**src/rtl/uart_pkg.sv**
```systemverilog
// rtl/uart_pkg.sv - shared types, parity codes and baud divider table for the UART receiver
package uart_pkg;

  typedef enum logic [2:0] {
    ST_IDLE,
    ST_START,
    ST_DATA,
    ST_PARITY,
    ST_STOP
  } rx_state_e;

  localparam int PARITY_NONE = 0;
  localparam int PARITY_EVEN = 1;
  localparam int PARITY_ODD  = 2;

  localparam int DIV_W = 14;

  // Clocks per 16x sample tick at 50 MHz for each baud_select code
  function automatic logic [DIV_W-1:0] baud_div(input logic [2:0] sel);
    case (sel)
      3'b000:  baud_div = 14'd10417;
      3'b001:  baud_div = 14'd2604;
      3'b010:  baud_div = 14'd651;
      3'b011:  baud_div = 14'd326;
      3'b100:  baud_div = 14'd163;
      3'b101:  baud_div = 14'd81;
      3'b110:  baud_div = 14'd54;
      default: baud_div = 14'd27;
    endcase
  endfunction

endpackage

```
**src/rtl/uart_baud_gen.sv**
```systemverilog
// rtl/uart_baud_gen.sv - 16x sample tick generator, counter held at zero while disabled
module uart_baud_gen
  import uart_pkg::*;
(
  input  logic             clk,
  input  logic             reset,
  input  logic             enable,
  input  logic [DIV_W-1:0] DIV,
  output logic             tick
);

  logic [DIV_W-1:0] cnt;

  assign tick = enable && (cnt == DIV - 1'b1);

  always_ff @(posedge clk or posedge reset) begin
    if (reset) begin
      cnt <= '0;
    end else if (!enable || tick) begin
      cnt <= '0;
    end else begin
      cnt <= cnt + 1'b1;
    end
  end

endmodule

```
**src/rtl/uart_rx_param.sv**
```systemverilog
// rtl/uart_rx_param.sv - parameterised UART receiver with majority sampling and receive FIFO
module uart_rx_param
  import uart_pkg::*;
#(
  parameter int DATA_W      = 8,
  parameter int PARITY_MODE = 1,
  parameter int STOP_BITS   = 1,
  parameter int FIFO_DEPTH  = 4
) (
  input  logic                          clk,
  input  logic                          reset,
  input  logic [2:0]                    baud_select,
  input  logic                          Rx_EN,
  input  logic                          RxD,
  input  logic                          Rx_RD,
  output logic [DATA_W-1:0]             Rx_DATA,
  output logic                          Rx_VALID,
  output logic                          Rx_PERROR,
  output logic                          Rx_FERROR,
  output logic                          Rx_OVERRUN,
  output logic                          Rx_BUSY,
  output logic [$clog2(FIFO_DEPTH):0]   Rx_LEVEL
);

  localparam int AW = $clog2(FIFO_DEPTH);
  localparam int EW = DATA_W + 2;

  rx_state_e        state_q, state_d;
  logic             rx_s1, rx_s2;
  logic [DIV_W-1:0] div_q;
  logic             tick;
  logic [3:0]       tick_cnt;
  logic [3:0]       bit_cnt;
  logic [1:0]       stop_cnt;
  logic [1:0]       samp;
  logic             maj;
  logic [DATA_W-1:0] shreg;
  logic             perr_q, ferr_q;
  logic             push_pend;
  logic             push, do_push, do_pop, full;

  logic [EW-1:0]    mem [FIFO_DEPTH];
  logic [AW-1:0]    wr_ptr, rd_ptr;
  logic [AW:0]      level_q;
  logic [EW-1:0]    head;

  always_ff @(posedge clk or posedge reset) begin
    if (reset) begin
      rx_s1 <= 1'b1;
      rx_s2 <= 1'b1;
    end else begin
      rx_s1 <= RxD;
      rx_s2 <= rx_s1;
    end
  end

  uart_baud_gen u_baud_gen (
    .clk    (clk),
    .reset  (reset),
    .enable (Rx_EN && (state_q != ST_IDLE)),
    .DIV    (div_q),
    .tick   (tick)
  );

  // samp holds ticks 7 and 8; the live line value supplies tick 9
  assign maj = (samp[1] & samp[0]) | (samp[1] & rx_s2) | (samp[0] & rx_s2);

  always_comb begin
    state_d = state_q;
    push    = 1'b0;
    case (state_q)
      ST_IDLE:   if (!rx_s2) state_d = ST_START;
      ST_START: begin
        if (tick && tick_cnt == 4'd9 && maj)  state_d = ST_IDLE;
        else if (tick && tick_cnt == 4'd15)   state_d = ST_DATA;
      end
      ST_DATA: begin
        if (tick && tick_cnt == 4'd15 && bit_cnt == 4'(DATA_W - 1))
          state_d = (PARITY_MODE == PARITY_NONE) ? ST_STOP : ST_PARITY;
      end
      ST_PARITY: if (tick && tick_cnt == 4'd15) state_d = ST_STOP;
      ST_STOP: begin
        if (push_pend) begin
          push    = 1'b1;
          state_d = ST_IDLE;
        end
      end
      default:   state_d = ST_IDLE;
    endcase
    if (!Rx_EN) begin
      state_d = ST_IDLE;
      push    = 1'b0;
    end
  end

  always_ff @(posedge clk or posedge reset) begin
    if (reset) state_q <= ST_IDLE;
    else       state_q <= state_d;
  end

  always_ff @(posedge clk or posedge reset) begin
    if (reset) begin
      div_q     <= '0;
      tick_cnt  <= '0;
      bit_cnt   <= '0;
      stop_cnt  <= '0;
      samp      <= '0;
      shreg     <= '0;
      perr_q    <= 1'b0;
      ferr_q    <= 1'b0;
      push_pend <= 1'b0;
    end else if (!Rx_EN || state_q == ST_IDLE) begin
      tick_cnt  <= '0;
      bit_cnt   <= '0;
      stop_cnt  <= '0;
      push_pend <= 1'b0;
      if (Rx_EN && state_d == ST_START) begin
        div_q  <= baud_div(baud_select);
        perr_q <= 1'b0;
        ferr_q <= 1'b0;
      end
    end else if (tick) begin
      tick_cnt <= tick_cnt + 1'b1;
      if (tick_cnt == 4'd7 || tick_cnt == 4'd8) samp <= {samp[0], rx_s2};
      if (tick_cnt == 4'd9) begin
        case (state_q)
          ST_DATA:   shreg <= {maj, shreg[DATA_W-1:1]};
          ST_PARITY: perr_q <= (PARITY_MODE == PARITY_ODD) ? (maj == ^shreg) : (maj != ^shreg);
          ST_STOP: begin
            ferr_q <= ferr_q | ~maj;
            if (stop_cnt == 2'(STOP_BITS - 1)) push_pend <= 1'b1;
          end
          default: ;
        endcase
      end
      if (tick_cnt == 4'd15) begin
        if (state_q == ST_DATA) bit_cnt  <= bit_cnt + 1'b1;
        if (state_q == ST_STOP) stop_cnt <= stop_cnt + 1'b1;
      end
    end
  end

  assign full    = (level_q == (AW+1)'(FIFO_DEPTH));
  assign do_pop  = Rx_RD && (level_q != '0);
  assign do_push = push && (!full || do_pop);

  always_ff @(posedge clk) begin
    if (do_push) mem[wr_ptr] <= {perr_q, ferr_q, shreg};
  end

  always_ff @(posedge clk or posedge reset) begin
    if (reset) begin
      wr_ptr     <= '0;
      rd_ptr     <= '0;
      level_q    <= '0;
      Rx_OVERRUN <= 1'b0;
    end else begin
      if (do_push) wr_ptr <= wr_ptr + 1'b1;
      if (do_pop)  rd_ptr <= rd_ptr + 1'b1;
      case ({do_push, do_pop})
        2'b10:   level_q <= level_q + 1'b1;
        2'b01:   level_q <= level_q - 1'b1;
        default: level_q <= level_q;
      endcase
      if (!Rx_EN)                      Rx_OVERRUN <= 1'b0;
      else if (push && full && !do_pop) Rx_OVERRUN <= 1'b1;
    end
  end

  assign head      = mem[rd_ptr];
  assign Rx_VALID  = (level_q != '0);
  assign Rx_DATA   = Rx_VALID ? head[DATA_W-1:0] : '0;
  assign Rx_FERROR = Rx_VALID & head[DATA_W];
  assign Rx_PERROR = Rx_VALID & head[DATA_W+1];
  assign Rx_BUSY   = (state_q != ST_IDLE);
  assign Rx_LEVEL  = level_q;

endmodule

```
**config.mk**
```make
export PLATFORM = sky130hd
export DESIGN_NAME = uart_rx_param
export DESIGN_NICKNAME = d
export VERILOG_FILES = /design/src/rtl/uart_pkg.sv /design/src/rtl/uart_baud_gen.sv /design/src/rtl/uart_rx_param.sv
export SDC_FILE = /design/constraint.sdc
export NUM_CORES = 1
export LEC_CHECK = 0
export CORE_MARGIN = 1
export CORE_UTILIZATION = 50
export CTS_CLUSTER_SIZE = 14
export DETAILED_ROUTE_END_ITERATION = 10
export HOLD_SLACK_MARGIN = 0.06
export MAX_ROUTING_LAYER = met4
export PLACE_DENSITY = 0.69
export SLEW_MARGIN = 20
export SYNTH_ARGS = -nofsm -noshare
export SYNTH_HDL_FRONTEND = slang
export SYNTH_HIERARCHICAL = 1
export SYNTH_SLANG_ARGS = --single-unit
```
**constraint.sdc**
```tcl
create_clock -name clk -period 7.3 [get_ports clk]
set_input_delay 0.73 -clock clk [delete_from_list [all_inputs] [get_ports clk]]
set_output_delay 0.73 -clock clk [all_outputs]
set_load 0.1 [all_outputs]
```
Yosys cells after proc, flatten, opt, wreduce, memory -nomap -nowiden. Memory sizes are Yosys's and may differ from the RTL's. Cells that the tools add are included.

$add $sub $neg: 9. Equal/unequal tests: 23. Mux-type cells: 43. Bitwise logic cells: 10. Reduce and logical (&&, ||, !) cells: 41.

Operator list (count): 14-bit case mux with 7 select lines (1); 4-bit 2-to-1 mux (6); 1-bit 2-to-1 mux (21); 3-bit 2-to-1 mux (7); 4-bit AND reduction (4); 2-bit nonzero test (8); 3-bit == test, second input constant (5); 3-bit case mux with 5 select lines (1); 14-bit by 1-bit adder with 14-bit output, second input constant (1); 14-bit == test (1); 14-bit 2-to-1 mux (1); 14-bit by 1-bit subtractor with 14-bit output, second input constant (1); 3-bit by 2-bit == test with 1-bit output, second input constant (4); 4-bit == test, second input constant (3); 1-bit logical AND (11); 3-bit by 1-bit == test with 1-bit output, second input constant (3); 3-bit AND reduction (3); 4-bit by 1-bit adder with 4-bit output, second input constant (2); 4-bit by 3-bit == test with 1-bit output, second input constant (2); 2-bit 2-to-1 mux (4); 8-bit 2-to-1 mux (1); 8-bit XOR reduction (1); 2-bit by 1-bit adder with 2-bit output, second input constant (3); 3-bit logical NOT (2); 15 further kinds (30).

Flip-flop bits (word level): 64. Bits in writable memories: 40. Input port bits: 8. Output and inout bits: 16. Memories: 1.

Memory list: mem (depth 4, bits a word 10, read ports 1, clocked after memory_dff 0, wr ports 1, line uart_rx_param.sv:42) `logic [EW-1:0] mem [FIFO_DEPTH];`.

Logic depth before layout (Yosys ltp). Gate-level depths: netlist (run 1).

Word-level depth: 12. Gate-level depth with buffers: 16. Mapped depth without buffers: 13.

Hierarchy. Netlist (run 1), hierarchy kept.

Modules (own cells, without submodules): uart_rx_param (instances 1, cells an instance 304, area each 4073.9 um2, sequential area each 2404.8 um2); uart_baud_gen (instances 1, cells an instance 162, area each 1276.2 um2, sequential area each 350.3 um2).

Worst setup path before layout (run 1). Ideal clock, no wire load.

Path kind: flip-flop to flip-flop. Start point: register div_q[0]. End point: register div_q[0]. Library setup time: 0.119 ns. Arrival: 3.555 ns. Slack: 3.626 ns. Stages on the path, launching flop included: 14. Clock period less this slack: 3.674 ns. Cell sequence: dfrtp_1 or4_1 buf_2 or4_1 o22ai_1 o22ai_1 nor4_4 and3_1 buf_6 nand4_1 nor4_4 o31ai_4 buf_6 a21o_2.

Longest elaborated chain between the ends: 11. Elaborated cells on any way between the ends: 16. Classes of those cells: add/sub (1); eq/ne (2); mux (6); reduce/logical (7).

RTL lines: start, declared (line uart_rx_param.sv:30) `logic [DIV_W-1:0] div_q;`; start signal, assigned (line uart_rx_param.sv:118) `div_q <= baud_div(baud_select);`; 14-bit by 1-bit subtractor with 14-bit output (*) (line uart_baud_gen.sv:14) `assign tick = enable && (cnt == DIV - 1'b1);`; 14-bit == test (*) (line uart_baud_gen.sv:14); 1-bit logical AND (*) (line uart_baud_gen.sv:14); net tick (line uart_rx_param.sv:31) `logic tick;`; 1-bit logical AND, on equally long branches; 3-bit 2-to-1 mux, or another cell as far along (line uart_rx_param.sv:75) `else if (tick && tick_cnt == 4'd15) state_d = ST_DATA;`; 3-bit 2-to-1 mux, on equally long branches (line uart_rx_param.sv:74, uart_rx_param.sv:78); 3-bit case mux with 5 select lines (*) (line uart_rx_param.sv:71) `case (state_q)`; 3-bit 2-to-1 mux (*) (line uart_rx_param.sv:90) `if (!Rx_EN) begin`; 3-bit by 1-bit == test with 1-bit output (*) (line uart_rx_param.sv:117) `if (Rx_EN && state_d == ST_START) begin`; 1-bit logical AND (*) (line uart_rx_param.sv:117); 2-bit AND reduction (no line) (*).

Mark *: on every way through the listed nets, which the timed path passes. The rest lies on a longest branch. A chain may end at the register's enable or synchronous reset.

Worst setup path in the final report (run 1). Same ends and word-level chain as after synthesis.

==> results.yml, run 1 <==
detailed_routing:
  detail_route.first_pass.iterations: 4
  wirelength_mm: 9.61
  ant_nets: 0
  drt_iter0_markers: 190
  wire_per_inst_um: 15.3
  route.detailed.drc: 0
  avgViaCountPerCell: 5.53
  vias: 3463
timing:
  skew_ns: 0.0213
  maxSlewHeadroom: 0.350
  rsz0062_at_grt: "false"
  tns_ns: 0
  period_needed_ns: 4.92
  tightest_slew_ns: 0.971
  slew_violations: 0
  clock.fmax_mhz: 203
  postLayoutSetupSlackWorst_ns: 2.38
  period_share: 0.674
  setup_violations: 0
  final_hold_viol_count: 0
final_layout:
  post-route-util: 0.565
  mostFrequentLayoutCells: "dfrtp_1 (60), nand2_1 (43), edfxtp_1 (40)"
  drive_gt1_frac: 0.118
  fin_nets: 505
  n_antenna_cell: 0
  syn_to_final_growth_pct: 9.49
  layout.cells.non_filler: 626
  layout_commonest_cell: "dfrtp_1"
global_routing:
  grt_usage: 0.192
  grt_pass1_wl_mm: 16.4
  antenna_found_initial: 0
  grt_max_degree: 49
  gr-total-overflow: 0
  grt_pass1_vias: 3324
placed_design:
  dp_worst_setup_slack_ns: 2.39
  placedCellCount: 610
  hpwl_mm: 6.78
  gp_congestion: 0.875
  portBuffers: 23
worst_setup_path:
  timing.rr.start: "div_q[0]"
  cp.required_ns: 7.56
  cp-startpoint: "div_q[0]"
  cp_cell_sequence: "or4_1, or4_1, o22ai_1, o22ai_1, nor4_4, and3_1, and4b_4, a311oi_4, o31ai_4, nor2_1, a21o_2"
  cp.depth: 11
  endpoint: "div_q[0]"
  end_kind: "register"
  cp_max_fo: 25
  critPathKind: "register to register"
  r2r_slack_ns: 2.38
  cp_top_family: "simple AND/OR/NAND/NOR gates"
  arrival_ns: 5.18
  slowest_stage: "o31ai_4"
  r2r_cells: 11
  reg2reg_to: "div_q[0]"
  cp_num_buf_inv: 0
  cpPeakStageDelay_ns: 0.81
  worstSetupStartpointType: "register"
clock_tree:
  postCtsSetupBuffers: 0
  clkLatencyLatePin_ns: 0.38
  cts.hold.buffers_added: 0
  ctsResizeCount: 0
  cts_root_buf: "clkbuf_8"
  cts_buffers: 9
  cts_tree: "built"
  clkTransAtPathRegs_ns: 0.10
  htreeDepth: 3
  clockBufferDepth: 2
  clock_sinks: 102
power_and_ir_drop:
  power_frac_comb: 0.249
  p_total_mw: 1.40
  peakVddDrop_mv: 0.139
  switching_share: 0.366
  leakagePower_nw: 2.41
  p_per_area_nw_per_um2: 239
  seq_power_share: 0.495
  p_sw_uw: 512
  power_frac_clock: 0.256
  p_int_uw: 888
floorplanning:
  rows: 37
  io_pins: 24
  initial_core_util: 0.516
  dieArea_um2: 11100
  core_area_um2: 10400
  die_width_um: 105
  die_height_um: 105
synth:
  synth_top_area_cell: "dfrtp_1"
  synth-main-ff-cell: "dfrtp_1"
  async_reset_ff_frac: 0.608
  synth.top_cells.by_area: "dfrtp_1 (28%), edfxtp_1 (22%), xnor2_1 (5.7%)"
  synth_edf_count: 40
  seq_area_frac_synth: 0.515
  yosys.area.top_type_share: 0.281
  syn-mean-instance-area_um2: 11.5
  post_synth_num_cell_types: 66
  netlist_instances: 466
  synth_seq_cells: 102
  ys_warn_count: 6
  synth_area_um2: 5350
status:
  status: "complete, no violations"
worst_hold_path:
  min-delay-path-class: "register to register"
  hp-start: "rx_s1"
run:
  cap_viol_max_count: 0
[area by class of cell]
class	instances	area, µm²
timing repair buffer	24	238
inverter	23	87.6
tap	136	170
sequential	102	2760
multi-input combinational	325	2400
fill	915	4510
clock buffer	9	124
clock inverter	7	81.3
[per-layer routing]
metal | global-route usage | vias to the layer above | share of wire
met3 | 0.0223 | 10 | 0.021
met5 | - | - | 0
met2 | 0.305 | 47 | 0.49
li1 | - | 1687 | -
met1 | 0.262 | 1719 | 0.48
met4 | 0.0584 | 0 | 0.012
[power groups by stage]
stage	Sequential, mW	Combinational (mW)	Clock (mW)
2_1_floorplan	0.726	0.252	0
3_5_place_dp	0.708	0.349	0
4_1_cts	0.696	0.350	0.364
5_1_grt	0.703	0.376	0.386
6_report	0.693	0.349	0.359
3_3_place_gp	0.706	0.344	0
[per-stage QoR]
| stage | hold slack [ns] | area [µm²] |
|---|---|---|
| 2_1_floorplan | 0.345 | 5370 |
| 3_3_place_gp | 0.349 | 5650 |
| 3_5_place_dp | 0.349 | 5650 |
| 4_1_cts | 0.365 | 5860 |
| 5_1_grt | 0.368 | 5860 |
| 6_report | 0.365 | 5860 |
[registers in the layout (all words and copies together), names as in the netlist]
name,cells
u_baud_gen/cnt,14
div_q,12
ferr_q,1
rd_ptr,2
Rx_LEVEL,3
stop_cnt,2
Rx_OVERRUN,1
samp,2
push_pend,1
shreg,8
state_q,3
mem,40
rx_s1,1
tick_cnt,4
bit_cnt,4
perr_q,1
wr_ptr,2
rx_s2,1
[kinds of logic (layout without fill, tap and decap cells)]
kind of cell             Yosys count  after routing  share of synthesized area
AO/OA/AOI/OAI                     68             68                     0.0907
XOR/XNOR                          49             49                     0.0828
adder cells (fa/ha/maj)           13             13                     0.0316
buffers and inverters             44             63                     0.0395
flip-flops                       102            102                      0.515
multiplexers                      25             25                     0.0725
other                              1              6                   0.000701
AND/OR/NAND/NOR                  164            164                      0.167
[synth_stat cells, types with 3 or more instances]
cell type  instances
nor3b_1            4
o31ai_1            3
xor2_1            13
clkbuf_1          11
mux2_2            10
and3_1             5
buf_6              5
and2_1             5
ha_1              11
o21ai_0            9
mux4_2            10
or3_1              4
dfrtp_1           60
nand4_1            9
nand2_1           43
edfxtp_1          40
inv_1             23
nor4_1             4
xnor2_1           35
nor3_1             9
a21boi_0           3
buf_2              4
nand2b_1           6
or4_1              3
a31oi_1            5
a21oi_1           24
nand3_1           10
a21o_2             3
nand3b_1           4
nor2_1            30
mux2i_1            5
nor2b_1           16
[how the worst min path moves through the flow]
stage          endpoint  slack [ns]  depth (start not counted)
2_1_floorplan     rx_s2        0.35                          0
3_3_place_gp      rx_s2        0.35                          0
3_5_place_dp      rx_s2        0.35                          0
4_1_cts           rx_s2        0.36                          0
5_1_grt           rx_s2        0.37                          0
6_report          rx_s2        0.36                          0
(Power assumes the default switching activity.)
==> inputs of run 2 (changes only) <==
- PLACE_DENSITY: 0.69 -> 0.72
- clock period: 7.3 -> 4.3 ns (I/O delays scaled with it)
==> run 2 against run 1 <==
  * Flip-flop and latch count is the same
  * Die area unchanged
  * Clock power rose by 69%
  * Total power up 71%
  * Highest routed layer unchanged
==> results.yml, run 2 (synthesis gave the netlist of run 1 again) <==
clock_tree:
  cts_root_buf: "clkbuf_8"
  clkTransAtPathRegs_ns: 0.10
  clkLatencyLatePin_ns: 0.37
  clock_sinks: 102
  clockBufferDepth: 2
  cts_tree: "built"
  htreeDepth: 3
  cts.hold.buffers_added: 0
  cts_buffers: 9
final_layout:
  mostFrequentLayoutCells: "dfrtp_1 (60), nand2_1 (43), edfxtp_1 (40)"
  regMostFlops: "mem"
  layout.cells.non_filler: 632
  n_antenna_cell: 0
  post-route-util: 0.569
  fin_area_um2: 5900
  reg.largest.list: "mem: 40 flops, u_baud_gen/cnt: 14 flops, div_q: 12 flops"
  syn_to_final_growth_pct: 10.3
  layout_commonest_cell: "dfrtp_1"
  largest_reg_flops: 40
  drive_gt1_frac: 0.131
  fin_nets: 511
timing:
  period_needed_ns: 3.97
  maxSlewHeadroom: 0.357
  period_share: 0.924
  tns_ns: 0
  clock.fmax_mhz: 252
  setup_violations: 0
  final_hold_viol_count: 0
  rsz0062_at_grt: "false"
  postLayoutSetupSlackWorst_ns: 0.326
  holdWs_ns: 0.352
  slew_violations: 0
  tightest_slew_ns: 0.962
  skew_ns: 0.0106
worst_setup_path:
  cp_num_buf_inv: 1
  arrival_ns: 4.28
  end_kind: "register"
  worstSetupStartpointType: "register"
  cp_max_fo: 25
  cp_top_family: "simple AND/OR/NAND/NOR gates"
  cp_cell_sequence: "or4_1, or4_1, o22ai_1, o22ai_1, nor4_4, and3_2, nand4_1, nor4_4, o31ai_4, buf_4, a211oi_1, a21o_2"
  cpPeakStageDelay_ns: 0.69
  cp.required_ns: 4.61
  critPathKind: "register to register"
  slowest_stage: "or4_1"
detailed_routing:
  route.detailed.drc: 0
  drt_iter0_markers: 119
  wirelength_mm: 9.52
  detail_route.first_pass.iterations: 4
  ant_nets: 0
  wire_per_inst_um: 15.1
  vias: 3483
  avgViaCountPerCell: 5.51
placed_design:
  hpwl_mm: 6.72
  gp_congestion: 0.879
  dp_worst_setup_slack_ns: 0.249
  dpl-instance-area_um2: 5700
  portBuffers: 23
  placedCellCount: 616
floorplanning:
  dieArea_um2: 11100
  die_height_um: 105
  initial_core_util: 0.516
  rows: 37
  io_pins: 24
  core_area_um2: 10400
  die_width_um: 105
global_routing:
  grt_pass1_wl_mm: 16.1
  antenna_found_initial: 0
  grt_max_degree: 49
  grt_pass1_vias: 3420
  grt_usage: 0.190
  gr-total-overflow: 0
power_and_ir_drop:
  p_per_area_nw_per_um2: 405
  leakagePower_nw: 2.44
  peakVddDrop_mv: 0.243
  p_total_mw: 2.39
worst_hold_path:
  min-delay-path-class: "register to register"
run:
  cap_viol_max_count: 0
status:
  status: "complete, no violations"
## run 2: cell types whose count changed in the layout (fill, tap and decap cells not counted), sizes merged
cell	change
inv	-2
clkinv	-1
clkbuf	+1
buf	+6
clkinvlp	+2
## run 2: worst register-to-register path, stage by stage (launching register included)
cell,delay [ns]
dfrtp_1,0.46
or4_1,0.69
or4_1,0.51
o22ai_1,0.15
o22ai_1,0.13
nor4_4,0.30
and3_2,0.32
nand4_1,0.25
nor4_4,0.42
o31ai_4,0.10
buf_4,0.22
a211oi_1,0.26
a21o_2,0.12
## run 2: path summary, 6_finish.rpt
path / from / endpoint / slack, ns / depth (start not counted)
worst min-delay path: rx_s1 / rx_s2 / 0.35 / 0
worst max register to register: div_q[0] / div_q[5] / 0.33 / 12
worst max-delay path: div_q[0] / div_q[5] / 0.33 / 12
worst min register to register: rx_s1 / rx_s2 / 0.35 / 0
min in group asynchronous: reset / u_baud_gen/cnt[9] / 0.44 / 2
max in group asynchronous: reset / shreg[1] / 3.27 / 2
## run 2: final cells by class
type                       count  area, µm²
tap                          136        170
sequential                   102       2760
inverter                      23       87.6
clock inverter                 6       51.3
fill                         873       4470
timing repair buffer          30        283
clock buffer                  10        149
multi-input combinational    325       2400
## run 2: power breakdown
group / leakage [nW] / switching (mW) / internal, mW
logic: 1.05 / 0.379 / 0.231
registers: 1.29 / 0.122 / 1.06
clock network: 0.0975 / 0.351 / 0.254
## run 2: repair_timing
item,CTS,global route
endpoints found under the setup margin,0,3
resized for setup,0,1
setup buffers,0,0
## run 2: metal layers
layer,GRT usage,part of all wire,vias to the layer above
met5,-,0,-
met4,0.0624,0.013,0
met3,0.0229,0.023,14
met2,0.320,0.50,49
met1,0.240,0.47,1720
li1,-,-,1700
==> inputs of run 3 (changes only) <==
--- a/config.mk
+++ b/config.mk
@@ -16,4 +16,3 @@
 export SYNTH_ARGS = -nofsm -noshare
 export SYNTH_HDL_FRONTEND = slang
-export SYNTH_HIERARCHICAL = 1
 export SYNTH_SLANG_ARGS = --single-unit
==> constraint.sdc (replaced) <==
create_clock -name clk -period 4.3 [get_ports clk]
set_input_delay 0.43 -clock clk [delete_from_list [all_inputs] [get_ports clk]]
set_output_delay 0.43 -clock clk [all_outputs]
set_load 0.01 [all_outputs]
==> run 3 against run 2 <==
  * Via count down 2.6%
  * Worst setup slack better by 0.79 ns
  * Routed wire length down 3.4%
  * Final cell count down 4.3%
  * Total power down 6.2%
  * Die area down 2.8%
  * Synthesized cell count down 3.6%
  * Count of clock-buffer cells in the layout down 1
  * Register-to-register slack better by 0.79 ns
  * Combinational power down 24%
  * Critical path depth down 3
  * Largest cell class unchanged
==> results.yml, run 3 <==
clock_tree:
  cts_buffers: 9
  ctsResizeCount: 0
  clkLatencyLatePin_ns: 0.36
  cts.hold.buffers_added: 0
  clkTransAtPathRegs_ns: 0.10
  clock_sinks: 102
  cts_root_buf: "clkbuf_8"
  htreeDepth: 3
  clockBufferDepth: 2
  postCtsSetupBuffers: 0
  cts_tree: "built"
synth:
  synth_most_common_cell: "dfrtp_1"
  synth_top_area_cell: "dfrtp_1"
  synth_seq_cells: 102
  yosys.area.top_type_share: 0.289
  netlist_instances: 449
  ys_top_cells_by_count: "dfrtp_1 (60), edfxtp_1 (40), nor2_1 (39)"
  async_reset_ff_frac: 0.608
  synth_edf_count: 40
  ys_warn_count: 0
  syn-mean-instance-area_um2: 11.6
  synth.top_cells.by_area: "dfrtp_1 (29%), edfxtp_1 (23%), xnor2_1 (4.4%)"
  synth_fp_nets: 469
  synth-main-ff-cell: "dfrtp_1"
  post_synth_num_cell_types: 67
  synth_area_um2: 5190
  seq_area_frac_synth: 0.530
detailed_routing:
  wirelength_mm: 9.19
  route.detailed.drc: 0
  drt_iter0_markers: 216
  wl_met3_um: 335
  avgViaCountPerCell: 5.61
  wl_met1_mm: 4.19
  detail_route.first_pass.iterations: 4
  wl_met2_mm: 4.58
  vias: 3394
  top_layer: "met4"
  ant_nets: 0
  wire_per_inst_um: 15.2
worst_setup_path:
  r2r_slack_ns: 1.12
  cp_num_buf_inv: 1
  reg2reg_to: "ferr_q"
  end_kind: "register"
  r2r_cells: 9
  timing.rr.start: "div_q[0]"
  critPathKind: "register to register"
  cp_top_family: "simple AND/OR/NAND/NOR gates"
  cp_max_fo: 14
  worstSetupStartpointType: "register"
  cp.required_ns: 4.59
  slowest_stage: "and4_1"
  cpPeakStageDelay_ns: 0.55
  arrival_ns: 3.47
  cp_cell_sequence: "inv_1, ha_1, or3b_1, or3_1, a2111oi_2, and4_1, a21o_1, a41oi_1, nor2_1"
floorplanning:
  core_area_um2: 9910
  io_pins: 24
  dieArea_um2: 10800
  initial_core_util: 0.524
  die_width_um: 104
  rows: 36
  die_height_um: 104
final_layout:
  largest_reg_flops: 40
  reg.largest.list: "mem: 40 flops, u_baud_gen.cnt: 14 flops, div_q: 12 flops"
  post-route-util: 0.577
  fin_area_um2: 5710
  drive_gt1_frac: 0.0953
  regArea_um2: 2760
  syn_to_final_growth_pct: 10.0
  regMostFlops: "mem"
  multi_input_area_um2: 2290
  mostFrequentLayoutCells: "dfrtp_1 (60), edfxtp_1 (40), nor2_1 (39)"
  n_antenna_cell: 0
  fin_nets: 487
  layout_commonest_cell: "dfrtp_1"
  nFillCells: 824
timing:
  slew_violations: 0
  tns_ns: 0
  final_hold_viol_count: 0
  rsz0062_at_grt: "false"
  skew_ns: 0.0103
  period_needed_ns: 3.18
  holdWs_ns: 0.362
  clock.fmax_mhz: 314
  setup_violations: 0
  period_share: 0.740
  tightest_slew_ns: 0.791
  maxSlewHeadroom: 0.467
worst_hold_path:
  holdPathEnd: "rx_s2"
  min-delay-path-class: "register to register"
  whs_path_depth: 0
  hp-start: "rx_s1"
placed_design:
  gp_congestion: 0.869
  dpl-instance-area_um2: 5520
  hpwl_mm: 6.65
  portBuffers: 23
global_routing:
  grt_max_degree: 34
  antenna_found_initial: 0
  grt_pass1_vias: 3309
  gr-total-overflow: 0
  grt_pass1_wl_mm: 15.9
  grt_usage: 0.189
power_and_ir_drop:
  p_per_area_nw_per_um2: 393
  p_total_mw: 2.24
  peakVddDrop_mv: 0.292
  leakagePower_nw: 2.36
status:
  status: "complete, no violations"
run:
  cap_viol_max_count: 0
## run 3: changes by cell type after synthesis, sizes merged, moves of 7 or more
cell,delta
xnor2,-9
a21oi,-19
inv,-8
nor2,+8
nand3,+8
nand2,-7
o21ai,+7
## run 3: layout make-up
class                      instances  share of cell area
tap                              133              0.0291
clock inverter                     7              0.0116
multi-input combinational        313               0.401
timing repair buffer              26              0.0442
sequential                       102               0.482
inverter                          15             0.00985
clock buffer                       9              0.0217
## run 3: routing by layer
| layer | up-vias | global-route usage |
|---|---|---|
| met5 | - | - |
| met4 | 0 | 0.0439 |
| met3 | 10 | 0.0407 |
| met2 | 68 | 0.305 |
| met1 | 1671 | 0.246 |
| li1 | 1645 | - |
## run 3: how the worst max path moves through the flow
| stage | startpoint | end | slack (ns) | cells past startpoint |
|---|---|---|---|---|
| after detailed placement | div_q[0] | ferr_q | 1.14 | 9 |
| after CTS | div_q[0] | ferr_q | 1.11 | 9 |
| after global routing | div_q[0] | ferr_q | 0.81 | 9 |
| after floorplan | div_q[0] | samp[0] | 1.51 | 10 |
| final | div_q[0] | ferr_q | 1.12 | 9 |
| after global placement | div_q[0] | ferr_q | 1.23 | 9 |
## run 3: cells by family (layout without fill, tap and decap cells)
group	count (synthesis)	after routing	synth area share
compound gates	55	55	0.0759
xor+xnor	42	42	0.0708
fa+ha+maj	12	12	0.0303
buf+inv	34	57	0.0282
flops	102	102	0.530
mux	29	29	0.0829
simple gates	175	175	0.182
## run 3: power breakdown
group	leakage, nW	internal [mW]	switching [mW]	total, mW
logic	0.982	0.234	0.232	0.466
registers	1.28	1.06	0.136	1.20
clock network	0.0953	0.225	0.353	0.578
## run 3: through the flow
stage / setup WS (ns) / cells
2_1_floorplan: 1.51 / 449
3_3_place_gp: 1.23 / 589
3_5_place_dp: 1.14 / 589
4_1_cts: 1.11 / 605
5_1_grt: 0.813 / 605
6_report: 1.12 / 605
## run 3: worst register-to-register path, cell delays in order (launching register included)
cell,delay (ns)
dfrtp_1,0.45
inv_1,0.11
ha_1,0.19
or3b_1,0.37
or3_1,0.33
a2111oi_2,0.34
and4_1,0.55
a21o_1,0.47
a41oi_1,0.19
nor2_1,0.13
==> variant, RTL diff (config.mk and constraints of run 3) <==
Re-encode `rx_state_e` (5 states) as one-hot, 5 bits wide.
--- a/src/rtl/uart_pkg.sv
+++ b/src/rtl/uart_pkg.sv
@@ -1,12 +1,12 @@
 // rtl/uart_pkg.sv - shared types, parity codes and baud divider table for the UART receiver
 package uart_pkg;
 
-  typedef enum logic [2:0] {
-    ST_IDLE,
-    ST_START,
-    ST_DATA,
-    ST_PARITY,
-    ST_STOP
+  typedef enum logic [4:0] {
+    ST_IDLE   = 5'b00001,
+    ST_START  = 5'b00010,
+    ST_DATA   = 5'b00100,
+    ST_PARITY = 5'b01000,
+    ST_STOP   = 5'b10000
   } rx_state_e;
 
   localparam int PARITY_NONE = 0;
Check against the original RTL: same outputs for any inputs over 10 cycles, from zero or initial values and one cycle with reset high; not proved beyond that.
==> variant against run 3 <==
Worst setup slack got worse by 0.27 ns. Critical endpoint is now u_baud_gen.cnt[3]. Highest routed layer unchanged. Fmax fell by 7.9%. First-iteration DRC count shrank 34%. Die area is 4.0% higher. Hold slack improved by 0.00083 ns. Sequential cell count grew 2. Design area is 4.4% higher. Total power is 1.8% higher. Utilization fell by 0.40 points. Synthesized cell count rose by 7.8%. Area after synthesis is 4.1% higher. Wire length grew 7.0%. Non-clock buffer count is 2 higher.
==> variant: results (changes against run 3) <==
The reported leakage power came out at 2.44 nW (+3.6%). The switching fraction of total power is 0.309 (-0.0125), and the met2 track demand over resource in global routing is 0.329 (+0.0239). The final weighted congestion of routability-driven global placement came out at 0.867 (-0.25%). Among all stages on the critical path, the largest delay is contributed by sky130_fd_sc_hd__dfrtp_1.

For the total power draw, the log shows 2.28 mW (+1.8%). The clock insertion delay at the later pin of the skew report came out at 0.38 ns (+0.02 ns). The met1 layer usage reported by global route is 0.239 (-0.00643), and the share of the clock period used by the worst path after layout is 0.804 (+0.0637). For the worst reg-to-reg setup slack, the log shows 0.84 ns (-0.27 ns). The via count of the first global-routing pass came out at 3411 (+3.1%).

The first-pass GRT wire length is 16500 microns (+3.7%), and the share of async-settable or async-resettable flops after synthesis is 0.615 (+0.00754). The worst slack at placement is 0.847 ns (-0.291 ns). The run finished with clean final reports.

For the DRC violation total after the first TritonRoute iteration, the log shows 142 (-34%). The final net count was 521 (+7.0%); the slew at the pin with the worst max-slew slack was 0.881 ns (+0.0904 ns). Largest net degree at the start of global routing: 41 (+21%). The post-detailed-route wirelength per cell is 15.3 microns (+0.87%).

The logs give 0 (unchanged) for the number of max-cap violations and 0.194 (+0.00479) for the global router's overall resource usage. Sorting the synthesized cells by area gives the leading types as sky130_fd_sc_hd__dfrtp_1, sky130_fd_sc_hd__edfxtp_1, sky130_fd_sc_hd__xnor2_1, sky130_fd_sc_hd__mux4_2, sky130_fd_sc_hd__nor2_1. The largest incremental delay on the critical path is 0.52 ns (-0.03 ns). The layout cell share with drive strength beyond 1 is 0.111 (+0.0153). The arrival time of the worst setup path was 3.70 ns (+0.23 ns).

The tools report the met3 track utilization from global routing as 0.0258 (-0.0150). The commonest cells after synthesis are sky130_fd_sc_hd__dfrtp_1, sky130_fd_sc_hd__nor2_1, sky130_fd_sc_hd__edfxtp_1, sky130_fd_sc_hd__nand2_1, sky130_fd_sc_hd__xnor2_1. The tools report the sequential share of the synthesized area as 0.519 (-0.0115). The count of cell types in the netlist was 60 (-10%). Among cell families on the critical path, the largest total delay comes from simple AND/OR/NAND/NOR gates. The tools report the detailed placement HPWL as 7070 microns (+6.3%). The tools report the maximum VDD drop as 0.202 mV (-31%).
==> variant: worst register-to-register path: stages, from the launching register on <==
cell and delay (ns):
sky130_fd_sc_hd__dfrtp_1 0.52, sky130_fd_sc_hd__inv_1 0.09, sky130_fd_sc_hd__ha_1 0.31, sky130_fd_sc_hd__nor3_2 0.23, sky130_fd_sc_hd__or3b_1 0.37, sky130_fd_sc_hd__a211o_1 0.31, sky130_fd_sc_hd__a211o_1 0.36, sky130_fd_sc_hd__a211oi_4 0.52
sky130_fd_sc_hd__nand2b_1 0.52, sky130_fd_sc_hd__nor2_1 0.11
==> variant: routing by layer <==
metal / vias to the layer above / wire length, microns
met1: 1760 / 4390
met4: 0 / 134
met3: 11 / 288
met2: 68 / 5030
li1: 1759 / -
met5: - / 0
==> variant: metrics by stage <==
stage,std cells,utilization,instance area [sq um]
after floorplan,484,-,5410
after global placement,626,0.551,5740
after detailed placement,626,0.551,5740
after CTS,642,0.573,5960
after global routing,642,0.573,5960
final,642,0.573,5960
==> variant: power groups by stage <==
| stage | registers [mW] | clock network (mW) | logic [mW] |
|---|---|---|---|
| finish | 1.21 | 0.655 | 0.423 |
| floorplan | 1.16 | 0 | 0.369 |
| detailed placement | 1.23 | 0 | 0.426 |
| CTS | 1.21 | 0.669 | 0.427 |
| global placement | 1.23 | 0 | 0.415 |
| global route | 1.22 | 0.703 | 0.465 |
==> variant: how the worst min path moves through the flow <==
stage | from | end | slack (ns)
after floorplan | rx_s1 | rx_s2 | 0.35
after global placement | rx_s1 | rx_s2 | 0.35
after detailed placement | rx_s1 | rx_s2 | 0.35
after CTS | rx_s1 | rx_s2 | 0.36
after global routing | rx_s1 | rx_s2 | 0.37
final | rx_s1 | rx_s2 | 0.36
==> variant: kinds of logic after synthesis <==
kind of cell               synth area share
AOI/OAI and AO/OA                    0.0796
xor gates and xnor gates             0.0680
adders and majority gates            0.0310
buffers and inverters                0.0377
DFF                                   0.519
muxes                                0.0888
and+or+nand+nor                       0.176
==> variant: cell type report <==
type	instances	area, sq um	share of cell area
Sequential cell	104	2810	0.471
Multi-Input combinational cell	333	2400	0.403
Timing Repair Buffer	28	268	0.0449
Tap cell	136	170	0.0285
Clock buffer	9	124	0.0208
Clock inverter	7	97.6	0.0164
Inverter	25	93.8	0.0157
